`src/rtl/mult_div_pkg.sv`:
```
// Shared types and constants for the sequential multiply/divide unit.
// The control unit's stall logic and the bench both use MDU_LATENCY.
package mult_div_pkg;

  typedef enum logic [1:0] {IDLE, RUN, FIX, DONE} mdu_state_t;
  typedef enum logic {OP_MULT, OP_DIV} mdu_op_t;

  localparam int MDU_WIDTH   = 32;
  localparam int MDU_LATENCY = MDU_WIDTH + 2;

  function automatic int mdu_latency(input int width);
    return width + 2;
  endfunction

endpackage

```
`src/rtl/mult_div_unit.sv`:
```
// Signed multiply (Booth radix-2) / divide (restoring, on magnitudes) unit.
// Hi/Lo are internal result registers that feed MFHI/MFLO.
import mult_div_pkg::*;

module mult_div_unit #(
  parameter int WIDTH = 32
) (
  input  logic             Clk,
  input  logic             Reset,
  input  logic             Start,
  input  logic             Op,
  input  logic [WIDTH-1:0] MultA,
  input  logic [WIDTH-1:0] MultB,
  output logic [WIDTH-1:0] Hi,
  output logic [WIDTH-1:0] Lo,
  output logic             Busy,
  output logic             Done,
  output logic             DivZero
);

  localparam int CW = $clog2(WIDTH) + 1;

  mdu_state_t       r_state;
  mdu_state_t       w_state_next;
  mdu_op_t          r_op;
  logic [WIDTH-1:0] r_a;
  logic [WIDTH-1:0] r_b;
  logic [WIDTH:0]   r_p;
  logic [WIDTH-1:0] r_q;
  logic             r_qm1;
  logic [CW-1:0]    r_cnt;
  logic [WIDTH-1:0] r_hi;
  logic [WIDTH-1:0] r_lo;
  logic             r_busy;
  logic             r_done;
  logic             r_divzero;

  logic [WIDTH:0]   w_b_ext;
  logic [WIDTH:0]   w_booth;
  logic [WIDTH:0]   w_mul_p;
  logic [WIDTH-1:0] w_mul_q;
  logic             w_mul_qm1;
  logic [WIDTH-1:0] w_abs_b;
  logic [WIDTH:0]   w_div_rsh;
  logic [WIDTH:0]   w_div_trial;
  logic [WIDTH:0]   w_div_r;
  logic [WIDTH-1:0] w_div_q;
  logic [WIDTH-1:0] w_quot;
  logic [WIDTH-1:0] w_rem;
  logic             w_start_zero;

  assign w_start_zero = Op & (MultB == '0);

  always_comb begin
    // P carries one extra sign bit so that B = -2^(W-1) cannot overflow.
    w_b_ext = {r_b[WIDTH-1], r_b};
    case ({r_q[0], r_qm1})
      2'b01:   w_booth = r_p + w_b_ext;
      2'b10:   w_booth = r_p - w_b_ext;
      default: w_booth = r_p;
    endcase
    w_mul_p   = {w_booth[WIDTH], w_booth[WIDTH:1]};
    w_mul_q   = {w_booth[0], r_q[WIDTH-1:1]};
    w_mul_qm1 = r_q[0];

    w_abs_b     = r_b[WIDTH-1] ? -r_b : r_b;
    w_div_rsh   = {r_p[WIDTH-1:0], r_q[WIDTH-1]};
    w_div_trial = w_div_rsh - {1'b0, w_abs_b};
    if (!w_div_trial[WIDTH]) begin
      w_div_r = w_div_trial;
      w_div_q = {r_q[WIDTH-2:0], 1'b1};
    end else begin
      w_div_r = w_div_rsh;
      w_div_q = {r_q[WIDTH-2:0], 1'b0};
    end

    w_quot = (r_a[WIDTH-1] ^ r_b[WIDTH-1]) ? -r_q : r_q;
    w_rem  = r_a[WIDTH-1] ? -r_p[WIDTH-1:0] : r_p[WIDTH-1:0];
  end

  always_comb begin
    w_state_next = r_state;
    case (r_state)
      IDLE: if (Start) w_state_next = w_start_zero ? DONE : RUN;
      RUN:  if (r_cnt == CW'(WIDTH - 1)) w_state_next = FIX;
      FIX:  w_state_next = DONE;
      DONE: w_state_next = IDLE;
      default: w_state_next = IDLE;
    endcase
  end

  always_ff @(posedge Clk) begin
    if (Reset) begin
      r_state   <= IDLE;
      r_op      <= OP_MULT;
      r_a       <= '0;
      r_b       <= '0;
      r_p       <= '0;
      r_q       <= '0;
      r_qm1     <= 1'b0;
      r_cnt     <= '0;
      r_hi      <= '0;
      r_lo      <= '0;
      r_busy    <= 1'b0;
      r_done    <= 1'b0;
      r_divzero <= 1'b0;
    end else begin
      r_state <= w_state_next;
      r_busy  <= (w_state_next == RUN) || (w_state_next == FIX);
      r_done  <= 1'b0;
      case (r_state)
        IDLE: begin
          if (Start) begin
            r_op      <= mdu_op_t'(Op);
            r_a       <= MultA;
            r_b       <= MultB;
            r_p       <= '0;
            r_q       <= (Op && MultA[WIDTH-1]) ? -MultA : MultA;
            r_qm1     <= 1'b0;
            r_cnt     <= '0;
            r_divzero <= w_start_zero;
          end
        end
        RUN: begin
          if (r_op == OP_MULT) begin
            r_p   <= w_mul_p;
            r_q   <= w_mul_q;
            r_qm1 <= w_mul_qm1;
          end else begin
            r_p <= w_div_r;
            r_q <= w_div_q;
          end
          r_cnt <= r_cnt + CW'(1);
        end
        FIX: begin
          r_hi   <= (r_op == OP_MULT) ? r_p[WIDTH-1:0] : w_rem;
          r_lo   <= (r_op == OP_MULT) ? r_q : w_quot;
          r_done <= 1'b1;
        end
        DONE: begin
          // Only the divide-by-zero path enters DONE with the flag still set.
          if (r_divzero) begin
            r_hi   <= r_a;
            r_lo   <= '1;
            r_done <= 1'b1;
          end
        end
        default: ;
      endcase
    end
  end

  assign Hi      = r_hi;
  assign Lo      = r_lo;
  assign Busy    = r_busy;
  assign Done    = r_done;
  assign DivZero = r_divzero;

endmodule

```
`config.mk`:
```
export PLATFORM = sky130hd
export DESIGN_NAME = mult_div_unit
export DESIGN_NICKNAME = d
export VERILOG_FILES = /design/src/rtl/mult_div_pkg.sv /design/src/rtl/mult_div_unit.sv
export SDC_FILE = /design/constraint.sdc
export NUM_CORES = 1
export LEC_CHECK = 0
export CAP_MARGIN = 5
export CORE_ASPECT_RATIO = 1.2
export CORE_UTILIZATION = 35
export CTS_CLUSTER_SIZE = 30
export DETAILED_ROUTE_END_ITERATION = 10
export HOLD_SLACK_MARGIN = 0.15
export PLACE_DENSITY = 0.51
export REMOVE_ABC_BUFFERS = 1
export SLEW_MARGIN = 20
export SYNTH_ARGS = -nofsm -noshare
export SYNTH_HDL_FRONTEND = slang
export SYNTH_SLANG_ARGS = --single-unit
export TNS_END_PERCENT = 100
```
`constraint.sdc`:
```
create_clock -name Clk -period 16.73 [get_ports Clk]
set_clock_uncertainty 0.1 [all_clocks]
set_input_delay 3.346 -clock Clk [delete_from_list [all_inputs] [get_ports Clk]]
set_output_delay 3.346 -clock Clk [all_outputs]
set_load 0.01 [all_outputs]
```
# Word level (Yosys, flattened, before mapping)

Index checks and enable logic that the tools add are counted.

Logic and storage cells: 74
Output and inout bits: 67
Bits in registers: 206
Bits of input ports: 68

Multiplexer cells: 30
Reduce and logical (&&, ||, !) cells: 10
Bitwise gates (word level): 2
Add/subtract/negate cells: 8
Equality and inequality tests: 11

Operator list:

| cell                | number |
|---|---|
| $mux 32             | 10 |
| $pmux 32 s2         | 3 |
| $pmux 33 s2         | 2 |
| $neg 32->32         | 4 |
| $mux 33             | 3 |
| $add 33x33->33      | 1 |
| $sub 33x32->33      | 1 |
| $sub 33x33->33      | 1 |
| $logic_not 32->1    | 1 |
| $pmux 6 s2          | 1 |
| $eq 2x2->1 const B  | 4 |
| $pmux 2 s4          | 1 |
| $add 6x1->6 const B | 1 |
| $eq 2x1->1 const B  | 3 |
| $eq 6x5->1 const B  | 1 |
| $mux 2              | 3 |
| $mux 6              | 1 |
| $ne 2x2->1 const B  | 3 |
| $reduce_and 2->1    | 3 |
| $mux 1              | 4 |
| $pmux 1 s2          | 2 |
| $reduce_bool 2->1   | 2 |
| $reduce_and 3->1    | 1 |
| $logic_not 2->1     | 1 |
| other kinds (4)     | 4 |

# Longest topological paths before layout

Gate-level depths: netlist of the first run.

Depth after elaboration: 7
Mapped depth: 27

# Least setup slack after synthesis of the first run

OpenSTA, ideal clock, no wires.

Path type: flip-flop to flip-flop
Start: reg r_b[8]
End: reg r_p[26]
Data arrival time: 5.236 ns
Clock period less this slack: 5.453 ns
Setup slack: 11.277 ns
Library setup time: 0.117 ns
Cell stages (with the launch flop): 25
Required time: 16.513 ns
Cells stage by stage: dfxtp_1 -> buf_6 -> or4_4 -> nor3_4 -> nand2_1 -> nor3b_2 -> nand2_1 -> nor3_1 -> nand2b_1 -> xor2_1 -> ha_1 -> a21oi_1 -> nor2b_1 -> o2111a_1 -> a21o_1 -> a21oi_1 -> a211oi_1 -> a21o_1 -> a21o_1 -> ha_1 -> clkbuf_1 -> nand2_1 -> a2111oi_0 -> o211ai_1 -> a32o_1

Longest elaborated chain between the ends: 6

RTL lines:

| what                   | RTL line             | text |
|---|---|---|
| from (decl)            | mult_div_unit.sv:27  | `logic [WIDTH-1:0] r_b;` |
| from (signal assigned) | mult_div_unit.sv:116 | `r_b <= MultB;` |
| $neg 32->32            | mult_div_unit.sv:66  | `w_abs_b = r_b[WIDTH-1] ? -r_b : r_b;` |
| $mux 32                | mult_div_unit.sv:66  |  |
| $sub 33x32->33         | mult_div_unit.sv:68  | `w_div_trial = w_div_rsh - {1'b0, w_abs_b};` |
| $mux 33                | mult_div_unit.sv:69  | `if (!w_div_trial[WIDTH]) begin` |
| $mux 33 (*)            | mult_div_unit.sv:125 | `if (r_op == OP_MULT) begin` |
| $pmux 33 s2 (*)        | mult_div_unit.sv:111 | `case (r_state)` |
| to (signal assigned)   | mult_div_unit.sv:126 | `r_p <= w_mul_p;` |
| to (signal assigned)   | mult_div_unit.sv:130 | `r_p <= w_div_r;` |
| to (decl)              | mult_div_unit.sv:28  | `logic [WIDTH:0] r_p;` |

Mark *: on every way between the ends. The rest lies on a longest branch, timed or not.
A chain may end at the register's enable or synchronous reset.

# Final worst setup path of the first run

Start: reg r_b[4]
End: reg r_p[22]

Same word-level chain as after synthesis.

==> results of run 1 <==
## cells in the mapped netlist, types with 20 or more instances
cell / n
a211oi_1: 46
nor4_1: 21
o211ai_1: 54
a21o_1: 36
inv_1: 51
mux2i_1: 36
nor3_1: 45
xnor2_1: 100
a21oi_1: 251
nand2_1: 339
nor2_1: 213
clkbuf_1: 130
o21ai_0: 127
xor2_1: 87
dfxtp_1: 206
or3_1: 20
nand3_1: 25
ha_1: 72
## worst paths after layout
| check | from | endpoint | cells past startpoint | slack [ps] |
|---|---|---|---|---|
| worst max register to register | r_b[4] | r_p[22] | 21 | 10400 |
| worst min register to register | r_a[14] | r_a[14] | 2 | 360 |
| worst min-delay path | r_a[14] | r_a[14] | 2 | 360 |
| worst max-delay path | r_b[4] | r_p[22] | 21 | 10400 |
## placed cells by master (no fill, tap or decap), types with 6 or more instances in the layout
cell type,instances
or2_2,7
inv_1,51
mux2i_1,36
xor2_1,87
o31ai_1,18
and3_1,13
nand3_1,25
o21ai_0,126
a21oi_1,251
a32o_1,6
clkinv_2,6
or3_1,20
a221oi_1,17
buf_4,21
clkbuf_8,7
and2_1,9
ha_1,72
o211ai_1,54
nor4_1,21
clkbuf_16,27
dfxtp_1,205
nand2_1,338
a31oi_1,16
nor3_1,45
o21a_1,13
a211oi_1,46
nand2b_1,17
a311oi_1,7
a21o_1,36
clkdlybuf4s50_1,133
xnor2_1,100
o41ai_1,8
nor2_1,210
nor2b_1,17
or4_1,7
nand4_1,11
## area by class of cell
class                           instances  area [sq um]
Multi-Input combinational cell       1730         10640
Clock buffer                           37         783.3
Sequential cell                       206          4128
Inverter                               51         191.4
Clock inverter                         11         137.6
Fill cell                            4587         25640
Tap cell                              559         699.4
Timing Repair Buffer                  155          1500
## sequential cells by signal, summed over array words and instances (netlist names)
| register | flops |
|---|---|
| Done | 1 |
| r_cnt | 6 |
| r_a | 32 |
| Lo | 32 |
| r_b | 32 |
| r_qm1 | 1 |
| r_op | 1 |
| r_p | 33 |
| r_q | 32 |
| DivZero | 1 |
| r_state | 2 |
| Busy | 1 |
| Hi | 32 |
## stage by stage
stage	util (%)	cells	power, W	hold slack, ps
after floorplan	-	1987	0.0009394	326.4
after global placement	39.24	2701	0.001094	340.7
after detailed placement	39.24	2701	0.001097	346.4
after CTS	41.35	2749	0.001706	356.2
after global routing	41.35	2749	0.001791	371.5
final	41.35	2749	0.001693	355.2
## routing by layer
layer  vias to the layer above  GRT usage, %  wire length, microns
met1                      6962         27.97                 22870
met5                         -             0                     0
met3                        42         1.961                  1981
met2                       297         39.94                 24850
met4                         0         4.737                   791
li1                       7640             -                     -
## report_power, final
group	switching (W)	internal, W	leakage [nW]
Clock	0.000232	0.000371	0.461
Sequential	0.0000440	0.000514	1.68
Combinational	0.000320	0.000211	4.62
## worst max-delay path: stages (launching register included)
cell      delay, ps
dfxtp_1         370
or4_4           590
nor2_1          260
nand2_1         190
nor3b_2         430
nor2b_1         110
xnor2_1         160
ha_1            380
nand2_1         120
or4_1           510
o21ai_1         420
a21oi_1         160
a211oi_1        370
a21o_1          170
a21o_1          110
ha_1            120
buf_4           360
inv_1           350
nor2_1          350
a31oi_1         120
and3_1          200
a32o_1          250
## logic make-up (layout without fill, tap and decap cells)
group / after synthesis / after routing
mux: 39 / 39
simple gates: 770 / 770
buf+inv: 195 / 254
compound gates: 660 / 660
fa+ha+maj: 74 / 74
xor+xnor: 187 / 187
flops: 206 / 206
==> results.yml, run 1 <==
sta:
  final-setup-viol-count: 0
  slew_headroom_pct: 35.93
  hold_viol_final: 0
  fin_crit_sh_pct: 37.83
  min_period_ps: 6330
  rsz0062_at_grt: "no"
  tightestPinTransition_ps: 961.1
  fmax_ghz: 0.1580
  drv_slew: 0
  fin_tns_setup_ps: 0
  setup_ws_ps: 10400
synth:
  synth_xor_area_share_pct: 10.59
  synthMuxAreaShare_pct: 2.549
  ys_seq_area_share_pct: 26.67
  synth_fa_ha_area_share_pct: 6.085
  synth_top_family_by_area: "compound AO/OA/AOI/OAI gates"
  synthSimpleGateAreaFrac_pct: 22.36
  synthCells: 2131
  yosys.cell_types.count: 75
  synth_top_cell_by_area: "dfxtp_1"
  synth-compound-area-share_pct: 26.92
  yosysWarnings: 0
  synth.top_cell.area_share_pct: 26.67
  synth_area_leaders: "dfxtp_1, nand2_1, a21oi_1"
  synth_edf_count: 0
  synth_ff_type: "dfxtp_1"
  async_flop_share_pct: 0
  synth_area_sq_um: 15460
  avgSynthCellArea_sq_um: 7.256
  ys_ff_latch: 206
placed_design:
  preCtsSetupSlack_ps: 10350
  port_buffers: 134
  post_dp_cell_area_sq_um: 17160
  gp_congestion: 0.8712
  hpwl_mm: 37.91
route:
  vias: 14941
  postRouteAntennaNets: 0
  dr.first_iter.drc_count: 870
  routedWlPerCell_microns: 18.37
  first_pass_iters: 8
  wirelength_mm: 50.49
  route.detailed.vias_per_inst: 5.435
  route.detailed.drc: 1
critical_path:
  cp-start-kind: "register"
  crit_type: "reg -> reg"
  cp_max_fo: 38
  arrival_ps: 6670
  worstPathRequired_ps: 17070
  end_kind: "register"
global_route:
  grt_first_pass_wirelength_mm: 79.67
  grt_usage_pct: 21.94
  overflow: 0
  grt_max_degree: 101
  antenna_found_initial: 0
  grt_pass1_vias: 14403
power:
  power_leakage_nw: 6.763
  vdd_drop_max_uv: 68.10
  power_density_nw_per_um2: 93.65
clock_tree:
  cts_setup_buffers: 0
  cts_buffer_depth: 3
  cts_hold_buf: 0
  htreeDepth: 1
  cts-root-buf: "clkbuf_16"
  cts-resized-gates: 0
  cts_sinks: 206
  cts_tree: "built"
  clk_latency_ps: 550
  cts_buffers: 26
  clkTransAtPathRegs_ps: 60
layout:
  diodes: 0
  layout-drive-gt1-share_pct: 4.932
  nets: 2312
  syn_to_final_growth_pct: 16.90
  final_cell_area_sq_um: 18080
die:
  rows: 84
  die_x_microns: 193.9
  ioPinCount: 135
  start_util_pct: 35.37
  die_h_microns: 232.3
  die-area_sq_um: 45030
  core_sq_um: 43720
status:
  violations: "design-rule violations"
  status: "finished, violations left"
run:
  drv_cap: 0
worst_hold_path:
  hold_class: "reg -> reg"
Note: power is estimated with default switching activity, not from simulation.
==> run 2, diff against run 1 <==
clock period = 5.9 ns   (was 16.73 ns; I/O delays follow)
==> results.yml, run 2 (same netlist as run 1, synthesis figures left out) <==
route:
  vias: 15098
  dr.first_iter.drc_count: 894
  route.detailed.vias_per_inst: 5.474
  postRouteAntennaNets: 0
  routedWlPerCell_microns: 18.32
  first_pass_iters: 8
  wirelength_mm: 50.54
  route.detailed.drc: 1
sta:
  fin_tns_setup_ps: 0
  tightestPinTransition_ps: 1049
  final-setup-viol-count: 0
  min_period_ps: 5538
  slew_headroom_pct: 29.81
  setup_ws_ps: 362.4
  fmax_ghz: 0.1806
  drv_slew: 0
  rsz0062_at_grt: "no"
  fin_crit_sh_pct: 93.86
  hold_viol_final: 0
global_route:
  grt_pass1_vias: 14439
  overflow: 0
  grt_max_degree: 114
  grt_usage_pct: 21.90
  antenna_found_initial: 0
  grt_first_pass_wirelength_mm: 79.74
critical_path:
  worst_path_max_delay_cell: "or4_4"
  worstPathRequired_ps: 6240
  cp_top_family: "simple AND/OR/NAND/NOR gates"
  r2r_slack_ps: 360
  critPathBufInv: 1
  end_kind: "register"
  cp_max_fo: 8
  crit_type: "reg -> reg"
  cp-start-kind: "register"
  r2r_start: "r_b[8]"
  crit_cells: 24
  cp_common_cell: "a21o_1"
  arrival_ps: 5880
  r2r_end: "r_p[22]"
  r2r_cells: 24
  path_cells: "or4_4 -> nor3_4 -> nand2_1 -> nor3b_2 -> nand2_1 -> nor3_1 -> nand2b_1 -> xor2_1 -> ha_1 -> a21oi_1 -> nor2b_1 -> o2111a_1 -> a21o_1 -> a21oi_1 -> a211oi_2 -> a21o_1 -> a21o_1 -> ha_2 -> nand2_2 -> buf_4 -> nor4_1 -> a31oi_1 -> and3_1 -> a32o_1"
  slowest_delay_ps: 600
die:
  ioPinCount: 135
  start_util_pct: 35.37
  core_sq_um: 43720
  rows: 84
  die_x_microns: 193.9
  die-area_sq_um: 45030
  die_h_microns: 232.3
clock_tree:
  cts_buffers: 25
  cts_buffer_depth: 3
  cts_tree: "built"
  clk_latency_ps: 550
  clkTransAtPathRegs_ps: 60
  cts-root-buf: "clkbuf_16"
  htreeDepth: 1
  cts_sinks: 206
  cts_setup_buffers: 0
placed_design:
  gp_congestion: 0.9273
  preCtsSetupSlack_ps: 341.6
  port_buffers: 134
  hpwl_mm: 38.35
power:
  power_density_nw_per_um2: 256.2
  vdd_drop_max_uv: 187.0
  power_leakage_nw: 6.755
layout:
  post-route-util_pct: 41.27
  syn_to_final_growth_pct: 16.68
  fillers: 4622
  final_cell_mix: "nand2_1, a21oi_1, nor2_1"
  diodes: 0
  regArea_sq_um: 4128
  largest_register_ff_count: 33
  layout-drive-gt1-share_pct: 5.457
  top_register: "r_p"
  nets: 2323
  final_common_cell: "nand2_1"
  multi_input_area_sq_um: 10650
worst_hold_path:
  hp-start: "r_a[13]"
  hold_class: "reg -> reg"
  hold_depth: 2
  min_to: "r_a[13]"
status:
  violations: "design-rule violations"
  status: "finished, violations left"
run:
  drv_cap: 0
[run 2: cell count changes in the layout (fill, tap and decap cells not counted), moves of 2 or more]
cell       change
buf_4         +12
inv_6          +2
clkbuf_16      -2
bufinv_16      -3
clkbuf_1       +2
[run 2: layout make-up]
cell class	count	area share, %
sequential	206	22.88
multi-input combinational	1730	59.03
clock buffer	36	4.029
clock inverter	9	0.3121
timing repair buffer	167	8.814
tap	559	3.877
inverter	51	1.061
[run 2: timing repair]
| action | CTS | global route |
|---|---|---|
| setup endpoints to repair | 0 | 4 |
| hold buffers | 0 | 0 |
| gates resized for setup | 0 | 5 |
[run 2: tightest hold or removal path: cells and delay by family, from the launching register on]
family           cells  cell delay, ps
AND/OR/NAND/NOR      1              50
flip-flops           1             300
AO/OA/AOI/OAI        1              50
[run 2: where the power goes]
group	total [W]	switching (W)	internal (W)
registers	0.00158	0.000124	0.00146
logic	0.00154	0.000921	0.000616
clock network	0.00150	0.000648	0.000855
[run 2: metrics by stage]
stage / cell area, sq um / hold slack, ps / cells / power, W
floorplan: 14910 / 326.4 / 1987 / 0.002664
finish: 18040 / 353.3 / 2758 / 0.004622
global placement: 17250 / 339.3 / 2713 / 0.003125
CTS: 18030 / 356.0 / 2758 / 0.004651
global route: 18040 / 375.6 / 2758 / 0.004889
detailed placement: 17250 / 346.7 / 2713 / 0.003131
[run 2: routing by layer]
metal / up-vias / wire length [microns] / GRT usage [%]
met3: 77 / 2008 / 1.874
met4: 0 / 1329 / 6.498
met2: 354 / 24780 / 39.55
met5: - / 0 / 0
li1: 7659 / - / -
met1: 7008 / 22430 / 27.57
[run 2: how the worst max path moves through the flow]
stage                       from  endpoint
after floorplan           r_b[8]   r_p[26]
after global placement    r_b[4]   r_p[22]
after detailed placement  r_b[4]   r_p[22]
after CTS                 r_b[4]   r_p[22]
after global routing      r_b[8]   r_p[22]
final                     r_b[8]   r_p[22]
